<file path="src/rtl/mul_div_unit.sv">
// mul_div_unit: iterative MIPS multiply/divide unit with architectural HI/LO registers.
//
// Ports:
//   i_clk            clock, rising edge
//   i_rst            synchronous active-high reset
//   i_start          start request, accepted only when idle
//   i_op             0 = multiply, 1 = divide
//   i_sign           1 = signed (mult/div), 0 = unsigned (multu/divu)
//   i_a, i_b         rs / rt operands
//   i_hi_we/i_lo_we  mthi / mtlo write enables (idle only)
//   i_wdata          mthi / mtlo data
//   o_busy           operation in progress (pipeline stall)
//   o_done           one-cycle pulse after HI/LO were written by an operation
//   o_hi, o_lo       HI / LO registers
//
// An operation spends WIDTH cycles in CALC working on unsigned magnitudes, then one cycle in
// FIX applying signs and writing HI/LO.

module mul_div_unit #(
    parameter int unsigned WIDTH = 32,
    parameter int unsigned CNT_W = 6
) (
    input  logic             i_clk,
    input  logic             i_rst,
    input  logic             i_start,
    input  logic             i_op,
    input  logic             i_sign,
    input  logic [WIDTH-1:0] i_a,
    input  logic [WIDTH-1:0] i_b,
    input  logic             i_hi_we,
    input  logic             i_lo_we,
    input  logic [WIDTH-1:0] i_wdata,
    output logic             o_busy,
    output logic             o_done,
    output logic [WIDTH-1:0] o_hi,
    output logic [WIDTH-1:0] o_lo
);

    typedef enum logic [1:0] {
        StIdle = 2'd0,
        StCalc = 2'd1,
        StFix  = 2'd2
    } state_e;

    state_e             state_q, state_d;
    logic [CNT_W-1:0]   cnt_q, cnt_d;
    logic               op_q, op_d;
    logic               sa_q, sa_d;
    logic               sb_q, sb_d;
    // Multiply: a_mag is the fixed multiplicand, b_mag shifts right to expose multiplier bits.
    // Divide: a_mag shifts left feeding dividend bits, b_mag is the fixed divisor.
    logic [WIDTH-1:0]   a_mag_q, a_mag_d;
    logic [WIDTH-1:0]   b_mag_q, b_mag_d;
    // Multiply: {partial product high, low}. Divide: {remainder, quotient}.
    logic [2*WIDTH-1:0] acc_q, acc_d;
    logic [WIDTH-1:0]   hi_q, hi_d;
    logic [WIDTH-1:0]   lo_q, lo_d;
    logic               busy_q, busy_d;
    logic               done_q, done_d;

    logic               a_neg, b_neg;
    logic [WIDTH:0]     mul_sum;
    logic [WIDTH:0]     div_shift;
    logic [WIDTH:0]     div_diff;
    logic               div_ge;
    logic [2*WIDTH-1:0] prod_fix;
    logic [WIDTH-1:0]   quo_fix;
    logic [WIDTH-1:0]   rem_fix;
    logic               div_by_zero;

    assign a_neg = i_a[WIDTH-1] & i_sign;
    assign b_neg = i_b[WIDTH-1] & i_sign;

    // Datapath for one iteration plus the sign fix-up.
    always_comb begin
        mul_sum     = {1'b0, acc_q[2*WIDTH-1:WIDTH]}
                    + (b_mag_q[0] ? {1'b0, a_mag_q} : {(WIDTH + 1){1'b0}});
        div_shift   = {acc_q[2*WIDTH-1:WIDTH], a_mag_q[WIDTH-1]};
        div_diff    = div_shift - {1'b0, b_mag_q};
        div_ge      = (div_shift >= {1'b0, b_mag_q});
        prod_fix    = (sa_q ^ sb_q) ? -acc_q : acc_q;
        quo_fix     = (sa_q ^ sb_q) ? -acc_q[WIDTH-1:0] : acc_q[WIDTH-1:0];
        rem_fix     = sa_q ? -acc_q[2*WIDTH-1:WIDTH] : acc_q[2*WIDTH-1:WIDTH];
        // b_mag is not shifted during divide, so it still holds the divisor at FIX.
        div_by_zero = (b_mag_q == '0);
    end

    always_comb begin
        state_d = state_q;
        cnt_d   = cnt_q;
        op_d    = op_q;
        sa_d    = sa_q;
        sb_d    = sb_q;
        a_mag_d = a_mag_q;
        b_mag_d = b_mag_q;
        acc_d   = acc_q;
        hi_d    = hi_q;
        lo_d    = lo_q;
        busy_d  = busy_q;
        done_d  = 1'b0;

        unique case (state_q)
            StIdle: begin
                if (i_hi_we) begin
                    hi_d = i_wdata;
                end
                if (i_lo_we) begin
                    lo_d = i_wdata;
                end
                if (i_start) begin
                    state_d = StCalc;
                    op_d    = i_op;
                    sa_d    = a_neg;
                    sb_d    = b_neg;
                    a_mag_d = a_neg ? -i_a : i_a;
                    b_mag_d = b_neg ? -i_b : i_b;
                    acc_d   = '0;
                    cnt_d   = '0;
                    busy_d  = 1'b1;
                end
            end

            StCalc: begin
                if (!op_q) begin
                    // Shift-add: carry out of the add becomes the new top bit.
                    acc_d   = {mul_sum, acc_q[WIDTH-1:1]};
                    b_mag_d = b_mag_q >> 1;
                end else begin
                    // Restoring divide: remainder always fits WIDTH bits since it stays < divisor.
                    acc_d   = {(div_ge ? div_diff[WIDTH-1:0] : div_shift[WIDTH-1:0]),
                               acc_q[WIDTH-2:0], div_ge};
                    a_mag_d = a_mag_q << 1;
                end
                cnt_d = cnt_q + CNT_W'(1);
                if (cnt_q == CNT_W'(WIDTH - 1)) begin
                    state_d = StFix;
                end
            end

            StFix: begin
                if (!op_q) begin
                    hi_d = prod_fix[2*WIDTH-1:WIDTH];
                    lo_d = prod_fix[WIDTH-1:0];
                end else if (div_by_zero) begin
                    // Remainder equals |a|; re-signing it restores the original dividend.
                    lo_d = '1;
                    hi_d = rem_fix;
                end else begin
                    lo_d = quo_fix;
                    hi_d = rem_fix;
                end
                state_d = StIdle;
                busy_d  = 1'b0;
                done_d  = 1'b1;
            end

            default: begin
                state_d = StIdle;
                busy_d  = 1'b0;
            end
        endcase
    end

    always_ff @(posedge i_clk) begin
        if (i_rst) begin
            state_q <= StIdle;
            cnt_q   <= '0;
            op_q    <= 1'b0;
            sa_q    <= 1'b0;
            sb_q    <= 1'b0;
            a_mag_q <= '0;
            b_mag_q <= '0;
            acc_q   <= '0;
            hi_q    <= '0;
            lo_q    <= '0;
            busy_q  <= 1'b0;
            done_q  <= 1'b0;
        end else begin
            state_q <= state_d;
            cnt_q   <= cnt_d;
            op_q    <= op_d;
            sa_q    <= sa_d;
            sb_q    <= sb_d;
            a_mag_q <= a_mag_d;
            b_mag_q <= b_mag_d;
            acc_q   <= acc_d;
            hi_q    <= hi_d;
            lo_q    <= lo_d;
            busy_q  <= busy_d;
            done_q  <= done_d;
        end
    end

    assign o_busy = busy_q;
    assign o_done = done_q;
    assign o_hi   = hi_q;
    assign o_lo   = lo_q;

endmodule
</file>
<file path="config.mk">
export PLATFORM = sky130hd
export DESIGN_NAME = mul_div_unit
export DESIGN_NICKNAME = d
export VERILOG_FILES = /design/src/rtl/mul_div_unit.sv
export SDC_FILE = /design/constraint.sdc
export NUM_CORES = 1
export LEC_CHECK = 0
export BUFFER_PORTS_ARGS = -buffer_cell sky130_fd_sc_hd__buf_2
export CAP_MARGIN = 20
export CORE_MARGIN = 2
export CORE_UTILIZATION = 45
export DETAILED_ROUTE_END_ITERATION = 7
export GPL_TIMING_DRIVEN = 0
export PLACE_DENSITY = 0.67
export SYNTH_ARGS = -nofsm -noshare
export SYNTH_HDL_FRONTEND = slang
export SYNTH_SLANG_ARGS = --single-unit
</file>
<file path="constraint.sdc">
create_clock -name i_clk -period 4.4 [get_ports i_clk]
set_input_delay 0.44 -clock i_clk [delete_from_list [all_inputs] [get_ports i_clk]]
set_output_delay 0.44 -clock i_clk [all_outputs]
set_load 0.01 [all_outputs]
</file>
; ---- Word-level counts from Yosys, hierarchy flattened
; Cells that the tools add are included.
[op_classes]
n_eq_ne = 9
addsub = 8
reduce_logical = 12
muxes = 31
bitwise_logic = 4
magnitude_cmp = 1
[ops]
columns = op, count
row1 = 32-bit 2-to-1 mux, 15
row2 = 32-bit case mux with 2 select lines, 4
row3 = 64-bit 2-to-1 mux, 3
row4 = 32-bit negation, 4
row5 = 64-bit case mux with 2 select lines, 1
row6 = 64-bit negation, 1
row7 = 32-bit by 32-bit adder with 33-bit output, 1
row8 = 33-bit by 32-bit >= comparator with 1-bit output, 1
row9 = 32-bit zero test, 1
row10 = 32-bit subtractor, 1
row11 = 2-bit != test (second input constant), 6
row12 = 6-bit case mux with 2 select lines, 1
row13 = 2-bit AND reduction, 6
row14 = 6-bit by 1-bit adder with 6-bit output (second input constant), 1
row15 = 6-bit by 5-bit equality test with 1-bit output (second input constant), 1
row16 = 6-bit 2-to-1 mux, 1
row17 = 3-bit AND reduction, 2
row18 = 2-bit 2-to-1 mux, 2
row19 = 2-bit case mux with 2 select lines, 1
row20 = 2-bit nonzero test, 2
row21 = 1-bit bitwise AND, 2
row22 = 2-bit by 1-bit equality test with 1-bit output (second input constant), 1
row23 = 2-bit equality test (second input constant), 1
row24 = 2-bit zero test, 1
row25 = other kinds (4), 5
[totals]
elab_cells = 77
ff_bits = 205
out_inout_bits = 66

; ---- Logic depth before layout (Yosys ltp)
; Gate-level depths: netlist of the first run.
[logic_depth]
depth_word = 5
depth_mapped = 14

; ---- Worst setup path before layout of the first run
; Ideal clock, no wire load.
[synth_path]
path_kind = reg-to-reg
startpoint = register b_mag_q[4]
endpoint = register acc_q[33]
stages_incl_launch_ff = 13
setup_slack_ps = 1349
n_path_buf = 1
t_required_ps = 4272
setup_ps = 128
arrival_ps = 2923
path_cell_list = dfxtp_1 -> inv_1 -> ha_1 -> a21o_1 -> and4_1 -> o31ai_2 -> a211oi_1 -> or4b_1 -> a21o_1 -> buf_2 -> mux2_1 -> a222oi_1 -> nor2_1
[synth_via]
elab_chain_cells = 4
[synth_rtl]
columns = element, line_no
row1 = start: declaration, 53  ; logic [WIDTH-1:0] b_mag_q, b_mag_d;
row2 = start signal: assignment, 185  ; b_mag_q <= b_mag_d;
row3 = 33-bit by 32-bit >= comparator with 1-bit output, 80  ; div_ge = (div_shift >= {1'b0, b_mag_q});
row4 = 32-bit 2-to-1 mux, 130  ; acc_d = {(div_ge ? div_diff[WIDTH-1:0] : div_shift[WIDTH-1:0]),
row5 = 64-bit 2-to-1 mux, 124  ; if (!op_q) begin
row6 = 64-bit case mux with 2 select lines, 102  ; unique case (state_q)
row7 = end signal: assignment, 173  ; acc_q <= '0;
row8 = end signal: assignment, 186  ; acc_q <= acc_d;
row9 = end: declaration, 55  ; logic [2*WIDTH-1:0] acc_q, acc_d;
; Every way passes these cells.
; A chain may end at the register's enable or synchronous reset.

; ---- Final worst setup path of the first run
[layout_path]
startpoint = register b_mag_q[0]
endpoint = register acc_q[63]
[layout_via]
elab_chain_cells = 4
word_cells_on_any_way = 7
cone_classes = add/sub (2) / order compare (1) / mux (4)
[layout_rtl]
columns = element, line_no
row1 = 32-bit 2-to-1 mux (tied with other cells), 77  ; + (b_mag_q[0] ? {1'b0, a_mag_q} : {(WIDTH + 1){1'b0}});
row2 = 32-bit by 32-bit adder with 33-bit output or 32-bit 2-to-1 mux (tied branches), "77, 130"
row3 = 64-bit 2-to-1 mux (*), 124
row4 = 64-bit case mux with 2 select lines (*), 102
; Mark *: on every way between the ends. The rest lies on a longest branch, timed or not.

==> results of run 1 <==
==> what timing repair did <==
| item | in CTS | in global routing |
|---|---|---|
| resized for setup | 0 | 1 |
| hold buffers | 0 | 0 |
| endpoints found under the setup margin | 0 | 1 |
==> final cells by class <==
| type | count | area, um^2 |
|---|---|---|
| fill | 3403 | 16500 |
| multi-input combinational | 1688 | 10600 |
| sequential | 205 | 4100 |
| timing repair buffer | 170 | 860 |
| clock buffer | 33 | 674 |
| buffer | 141 | 597 |
| tap | 455 | 569 |
| inverter | 61 | 229 |
| clock inverter | 9 | 115 |
| antenna | 1 | 2.50 |
==> metal layers <==
metal,track usage [%],wire [um]
met5,0,0
met4,17.7,3680
met3,3.54,4770
met2,52.5,26400
met1,42.0,25400
==> flip-flops by register name (all words and copies together) (netlist names) <==
register / flops
sb_q: 1
op_q: 1
o_lo: 32
o_done: 1
b_mag_q: 32
cnt_q: 6
a_mag_q: 32
sa_q: 1
o_hi: 32
o_busy: 1
acc_q: 64
state_q: 2
==> worst max-delay path by stage <==
stage                 to  slack, ns  depth (start not counted)
2_1_floorplan  acc_q[33]       1.35                         12
3_3_place_gp   acc_q[63]       0.34                         14
3_5_place_dp   acc_q[63]       0.33                         14
4_1_cts        acc_q[63]       0.32                         14
5_1_grt        acc_q[63]       0.04                         14
6_report       acc_q[63]       0.31                         12
==> per-stage QoR <==
stage               cell area [um^2]  total power [mW]  hold WS (ns)  worst slack (ns)
floorplan                      15500              3.01         0.440              1.35
global placement               16900              3.49         0.438             0.341
detailed placement             17000              3.50         0.442             0.332
CTS                            17700              5.51         0.181             0.315
global route                   17700              5.74         0.212            0.0425
finish                         17700              5.53         0.195             0.309
==> tightest hold or removal path, delay by kind of cell <==
| family | cells | cell delay [ns] |
|---|---|---|
| and+or+nand+nor | 1 | 0.06 |
| buffers and inverters | 1 | 0.12 |
| AOI/OAI and AO/OA | 1 | 0.08 |
==> cells in the final DEF (no fill, tap or decap), types with 12 or more instances in the layout <==
cell type / synthesis / layout
a21oi_1: 234 / 234
o211ai_1: 20 / 20
nand3_1: 25 / 25
nor4_1: 26 / 26
or3_1: 21 / 21
o221ai_1: 19 / 19
o21ai_0: 102 / 101
a222oi_1: 12 / 12
o31ai_1: 18 / 18
dfxtp_1: 205 / 205
inv_1: 61 / 61
a311oi_1: 19 / 19
ha_1: 70 / 70
a21o_1: 35 / 35
clkbuf_16: 0 / 24
a211oi_1: 68 / 68
xor2_1: 73 / 73
buf_2: 10 / 178
nand4_1: 15 / 15
nand2b_1: 12 / 12
and2_1: 39 / 39
xnor2_1: 92 / 92
a31oi_1: 48 / 48
and3_1: 15 / 15
nand2_1: 158 / 158
a211o_1: 14 / 14
nor2_1: 327 / 327
clkbuf_1: 114 / 119
mux2i_1: 40 / 40
nor3_1: 33 / 33
==> kinds of logic after synthesis <==
kind of cell	after synthesis	share of synthesized area [%]
xor+xnor	165	9.31
compound gates	671	27.8
buf+inv	202	5.32
simple gates	725	21.6
mux	55	3.67
flops	205	26.4
fa+ha+maj	72	5.90
==> power groups by stage <==
stage	combinational (mW)	sequential, mW	clock [mW]
2_1_floorplan	0.921	2.09	0
3_3_place_gp	1.38	2.11	0
3_5_place_dp	1.38	2.11	0
4_1_cts	1.39	2.07	2.05
5_1_grt	1.54	2.09	2.11
6_report	1.41	2.08	2.03
==> reports/metrics.cfg, run 1 <==
[synthesis]
synth_top_cells_by_area=dfxtp_1 (26%), nor2_1 (7.9%), a21oi_1 (7.5%), ha_1 (5.6%), xnor2_1 (5.2%)
synth_nets=2270
synth_top_area_share_pct=26.4
synth_area_leader_cell=dfxtp_1
yosys-top-cells-count=nor2_1 (327), a21oi_1 (234), dfxtp_1 (205)
avgSynthCellArea_um2=7.41
yosysMostFrequentCell=nor2_1
ys_seq_area_share_pct=26.4
ys.flop_type=dfxtp_1
synth.distinct_cells=82
synth_async_sr_flop_share_pct=0
synth_warnings=0
syn-instance-count=2095
ys_ff_latch=205
syn_area_mm2=0.0155
synth_edf_count=0

[placement]
dpl.hpwl_um=47400
gp_congestion=0.979
dp_cells=2720
numPortBuffers=168

[setup_path]
crit_family=compound AO/OA/AOI/OAI gates
cp.arrival_ns=4.50
start_kind=flip-flop
cpPeakStageDelay_ns=0.77
crit_path_cell_trace=clkbuf_1, and2_1, ha_1, a21oi_1, o21ai_0, a2111oi_0, o21ai_0, a31oi_1, o21ai_0, a2111oi_0, a211o_1, o21ai_0
worst-path-buf-inv=1
crit_type=flip-flop to flip-flop
r2r_end=acc_q[63]
cpMostUsedCell=o21ai_0
slowest_stage=a2111oi_0
critPathCaptureType=flip-flop
rr_worst_depth=12
cp_max_fo=10
cp_data_required_time_ns=4.81
cp-startpoint=b_mag_q[0]
r2r_start=b_mag_q[0]
ff2ff_setup_slack_ns=0.31

[pwr]
power_frac_seq_pct=37.6
p_int_mw=3.67
comb_power_share_pct=25.6
powerDensity_mw_per_mm2=311
ir_worst_vdd_v=0.000316
clkPwrFrac_pct=36.8
swShare_pct=33.6
p_switching_mw=1.86
p_leak_nw=7.36

[outcome]
status=complete, no violations

[detailed_routing]
ant_nets=0
remaining_drc_errors=0
drt-total-wl_um=60200
first_iter_violations=1466
vias=16900
viasPerCell=6.13
wl_per_cell_um=21.8
first_pass_iters=6

[timing]
worstMarginPinSlew_ns=1.21
finClkSkew_ns=0.0245
relSlewSlack_pct=19.1
final.min_clock_period_ns=4.09
hold_violations=0
setup_viol=0
max_freq_ghz=0.244
rsz0062_at_grt=false
tns_ns=0
timing.final.crit_share_pct=93.0
report.final.slew_viol_count=0

[floorplanning]
die_area_mm2=0.0360
core_mm2=0.0343
fp-row-count=68
start_util_pct=45.3
ios=169
chipHeight_um=190
die_x_um=190

[layout]
finalNonFillerCells=2763
syn2layout_area_growth_pct=14.3
drive_gt1_share_pct=11.1
nNetsFinal=2466
final_core_util_pct=51.8

[min_path]
min_from=i_wdata[3]
min_path_cells=3
min_to=o_hi[3]
hold_class=input pin to flip-flop

[global_routing]
track_usage_pct=32.3
grt_max_degree=13
grt_pass1_wl_um=90400
antenna_found_initial=1
grt_pass1_vias=15800
grt_overflow_total=0

[cts]
htreeDepth=1
numClockSinks=205
insertion_delay_ns=0.55
clkSlewWorstSetupHoldPaths_ns=0.06
ctsLongestPathBuffers=3
cts_root_buf=clkbuf_16
post-cts-setup-buffer-count=0
cts_tree=yes
cts_buffers=24

[flow_run]
drv_cap=0

Note: power is estimated with default switching activity, not from simulation.
==> inputs of run 2 (changes only) <==
- CORE_ASPECT_RATIO: not set -> 0.8
- CORE_MARGIN: 2 -> 1.5
- PLACE_DENSITY: 0.67 -> 0.74
==> run 2 against run 1 <==
Worst hold slack lost 0.0027 ns; critical path depth is the same; setup slack got worse by 0.25 ns; highest routed layer is now met5.
==> reports/metrics.cfg, run 2 (synthesized netlist as in run 1, its figures left out) <==
[outcome]
status=complete, no violations

[layout]
finalNonFillerCells=2738
drive_gt1_share_pct=11.0
top_register=acc_q
syn2layout_area_growth_pct=13.7
layout_common_cells=nor2_1 (327), a21oi_1 (234), dfxtp_1 (205)
nNetsFinal=2465
largest_register_ffs=64
final_common_cell=nor2_1

[floorplanning]
die_x_um=211
fp-row-count=60
chipHeight_um=169
start_util_pct=45.9
core_mm2=0.0338
die_area_mm2=0.0356
ios=169

[cts]
hold_buffers=0
cts_root_buf=clkbuf_16
post-cts-setup-buffer-count=0
ctsLongestPathBuffers=3
clkSlewWorstSetupHoldPaths_ns=0.07
numClockSinks=205
cts_tree=yes
insertion_delay_ns=0.55
cts_buffers=23
htreeDepth=1
cts_resized=1

[global_routing]
grt_max_degree=14
grt_util_met1_pct=49.7
grt_overflow_total=0
antenna_found_initial=3
grt_pass1_wl_um=93200
grt_pass1_vias=15800
grtUsageMet2_pct=47.9
busiest_layer=met1
track_usage_pct=34.0
use_met3_pct=10.4

[detailed_routing]
first_pass_iters=6
drt-total-wl_um=62300
first_iter_violations=1983
vias=17200
viasPerCell=6.27
ant_nets=0
remaining_drc_errors=0
wl_per_cell_um=22.7

[min_path]
min_to=o_hi[20]
hold_class=input pin to flip-flop
min_from=i_wdata[20]
min_path_cells=3

[timing]
hold_ws_ns=0.192
max_freq_ghz=0.230
finClkSkew_ns=0.0293
hold_violations=0
setup_viol=0
timing.final.crit_share_pct=98.8
relSlewSlack_pct=31.1
rsz0062_at_grt=false
final.min_clock_period_ns=4.35
report.final.slew_viol_count=0
worstMarginPinSlew_ns=1.03

[setup_path]
rr_worst_depth=12
worst-path-buf-inv=1
cp.arrival_ns=4.77
r2r_start=b_mag_q[0]
cp_max_fo=10
slowest_stage=dfxtp_1
cp_data_required_time_ns=4.82
crit_type=flip-flop to flip-flop
critPathCaptureType=flip-flop
start_kind=flip-flop
cpMostUsedCell=o21ai_1
ff2ff_setup_slack_ns=0.05
cpPeakStageDelay_ns=0.62
crit_path_cell_trace=clkbuf_1, and2_1, ha_1, a21o_1, a22o_1, a21oi_1, o21ai_1, a31oi_1, o21ai_1, a2111oi_0, a211o_1, o21ai_0
crit_family=compound AO/OA/AOI/OAI gates
r2r_end=acc_q[63]

[pwr]
p_leak_nw=7.33
total_power_mw=5.47
powerDensity_mw_per_mm2=310
ir_worst_vdd_v=0.000246

[flow_run]
drv_cap=0

[placement]
dpl.hpwl_um=49000
dp_cells=2699
numPortBuffers=168
gp_congestion=1.00

run 2: changes by cell type in the layout (fill, tap and decap cells not counted), sizes merged:
| cell | change |
|---|---|
| clkinv | +1 |
| clkinvlp | +1 |
| clkbuf | -5 |
| inv | -1 |
run 2: area by class of cell:
type                    count  area [um^2]
clock buffers              28          614
repair buffers            170          860
plain buffers             141          597
inverters                  61          229
diodes                      1         2.50
well taps                 434          543
clock inverters            10          108
flip-flops and latches    205         4100
multi-input cells        1688        10600
fillers                  3325        16100
run 2: routing by layer:
metal / share of wire (%) / wire (um)
met1: 45 / 28300
met5: 0.098 / 61
met2: 40 / 24800
met4: 2.8 / 1730
met3: 12 / 7400
run 2: power by group:
part | internal [mW] | switching [mW] | leakage, nW | total (mW)
logic | 0.516 | 0.934 | 5.30 | 1.45
registers | 1.96 | 0.108 | 1.68 | 2.07
clock network | 1.10 | 0.840 | 0.350 | 1.94
run 2: stage by stage:
step                      instance area, um^2  utilization, %  setup TNS, ns  setup WS (ns)
after floorplan                         15500               -              0           1.35
after global placement                  16900            50.0              0         0.0410
after detailed placement                16900            50.1        -0.0285        -0.0285
after CTS                               17700            52.3              0          0.126
after global routing                    17700            52.3              0         0.0229
final                                   17700            52.3              0         0.0542
run 2: worst max-delay path by stage:
stage,start,to,slack (ns),depth (start not counted)
after floorplan,b_mag_q[4],acc_q[33],1.35,12
after global placement,b_mag_q[0],acc_q[63],0.04,14
after detailed placement,b_mag_q[0],acc_q[63],-0.03,14
after CTS,b_mag_q[0],acc_q[63],0.13,14
after global routing,b_mag_q[0],acc_q[63],0.02,12
final,b_mag_q[0],acc_q[63],0.05,12
run 2: tightest hold or removal path, cell delays in order:
cell      delay, ns
buf_2          0.12
nand2_1        0.06
a311oi_1       0.07
==> inputs of run 3 (changes only) <==
- clock period: 4.4 -> 5.15 ns (I/O delays scaled with it)
==> run 3 against run 2 <==
The flow now finishes with violations (design-rule violations); clock skew increased by 0.0024 ns; critical path type unchanged; highest routed layer unchanged; register-to-register slack better by 0.36 ns; first-iteration DRC count decreased by 4.4%; sequential share of layout area stayed put; final cell count unchanged; maximum frequency is 8.3% lower; worst hold slack better by 0.077 ns; total power shrank 15%.
==> reports/metrics.cfg, run 3 (synthesized netlist as in run 1, its figures left out) <==
[floorplanning]
fp-row-count=60
die_x_um=211
die_area_mm2=0.0356
core_mm2=0.0338
chipHeight_um=169
start_util_pct=45.9
ios=169

[layout]
nFillCells=3325
layout_common_cells=nor2_1 (327), a21oi_1 (234), dfxtp_1 (205)
final_common_cell=nor2_1
drive_gt1_share_pct=11.0
nNetsFinal=2465
multi_input_area_mm2=0.0106
syn2layout_area_growth_pct=13.7
top_register=acc_q
regArea_mm2=0.00410
largest_register_ffs=64

[setup_path]
cp_data_required_time_ns=5.62
critPathCaptureType=flip-flop
cp_max_fo=10
start_kind=flip-flop
crit_type=flip-flop to flip-flop
ff2ff_setup_slack_ns=0.41
r2r_end=acc_q[63]
rr_worst_depth=14
cp.arrival_ns=5.21
cp-startpoint=b_mag_q[0]
r2r_start=b_mag_q[0]

[placement]
numPortBuffers=168
dpl.hpwl_um=49000
gp_congestion=1.00

[timing]
hold_ws_ns=0.270
report.final.slew_viol_count=0
timing.final.crit_share_pct=92.0
hold_violations=0
finClkSkew_ns=0.0317
final.min_clock_period_ns=4.74
tns_ns=0
max_freq_ghz=0.211
worstMarginPinSlew_ns=1.05
rsz0062_at_grt=false
relSlewSlack_pct=29.8
setup_viol=0

[cts]
ctsLongestPathBuffers=3
cts_root_buf=clkbuf_16
cts_tree=yes
insertion_delay_ns=0.55
hold_buffers=0
post-cts-setup-buffer-count=0
clkSlewWorstSetupHoldPaths_ns=0.07
numClockSinks=205
cts_buffers=23
cts_resized=0
htreeDepth=1

[min_path]
min_to=o_hi[19]
hold_class=input pin to flip-flop
min_path_cells=3
min_from=i_wdata[19]

[detailed_routing]
remaining_drc_errors=20
vias=17200
drt-total-wl_um=62300
first_pass_iters=8
viasPerCell=6.27
wl_per_cell_um=22.7
first_iter_violations=1895
ant_nets=0

[flow_run]
drv_cap=0

[global_routing]
track_usage_pct=34.0
grt_pass1_vias=15800
grt_max_degree=14
grt_pass1_wl_um=93200
grt_overflow_total=0
antenna_found_initial=3

[outcome]
violations=design-rule violations
status=finished with violations

[pwr]
p_leak_nw=7.33
ir_worst_vdd_v=0.000211
powerDensity_mw_per_mm2=264
total_power_mw=4.67

## run 3: cell counts in the layout (fill, tap and decap cells not counted)
Identical to the previous run, type by type.
## run 3: how the worst max path moves through the flow
stage	endpoint	slack [ns]	cells after the start
floorplan	acc_q[33]	2.10	12
CTS	acc_q[63]	0.69	14
finish	acc_q[63]	0.41	14
global placement	acc_q[63]	0.79	14
global route	acc_q[63]	0.44	14
detailed placement	acc_q[63]	0.72	14
## run 3: per-stage QoR
step	instances	utilization, %	instance area [um^2]	setup slack [ns]
2_1_floorplan	2095	-	15500	2.10
6_report	2738	52.3	17700	0.411
4_1_cts	2737	52.3	17700	0.691
3_5_place_dp	2699	50.1	16900	0.721
3_3_place_gp	2697	50.0	16900	0.791
5_1_grt	2738	52.3	17700	0.443
## run 3: final cells by class
type                    count  share of cell area [%]
flip-flops and latches    205                    23.2
well taps                 434                    3.08
clock buffers              28                    3.48
diodes                      1                  0.0142
multi-input cells        1688                    60.0
repair buffers            170                    4.87
plain buffers             141                    3.38
inverters                  61                    1.30
clock inverters            10                   0.609
## run 3: critical path: stages (launching register included)
cell,delay [ns]
dfxtp_1,0.62
clkbuf_1,0.30
and2_1,0.23
ha_1,0.23
inv_1,0.08
fa_1,0.41
nand2b_1,0.18
a21oi_1,0.26
a21oi_1,0.26
o21ai_0,0.56
a31oi_1,0.26
o21ai_0,0.58
a2111oi_0,0.23
a211o_1,0.29
o21ai_0,0.16
## run 3: metal layers
layer	track usage [%]	share of wire [%]
met1	49.7	46
met2	47.9	40
met5	0	0.061
met4	8.88	2.9
met3	10.4	12
## run 3: power by group
| group | total (mW) | internal [mW] | switching (mW) | leakage, nW |
|---|---|---|---|---|
| Sequential | 1.77 | 1.68 | 0.0928 | 1.68 |
| Combinational | 1.24 | 0.441 | 0.797 | 5.30 |
| Clock | 1.66 | 0.943 | 0.717 | 0.350 |
| Total | 4.67 | 3.06 | 1.61 | 7.33 |
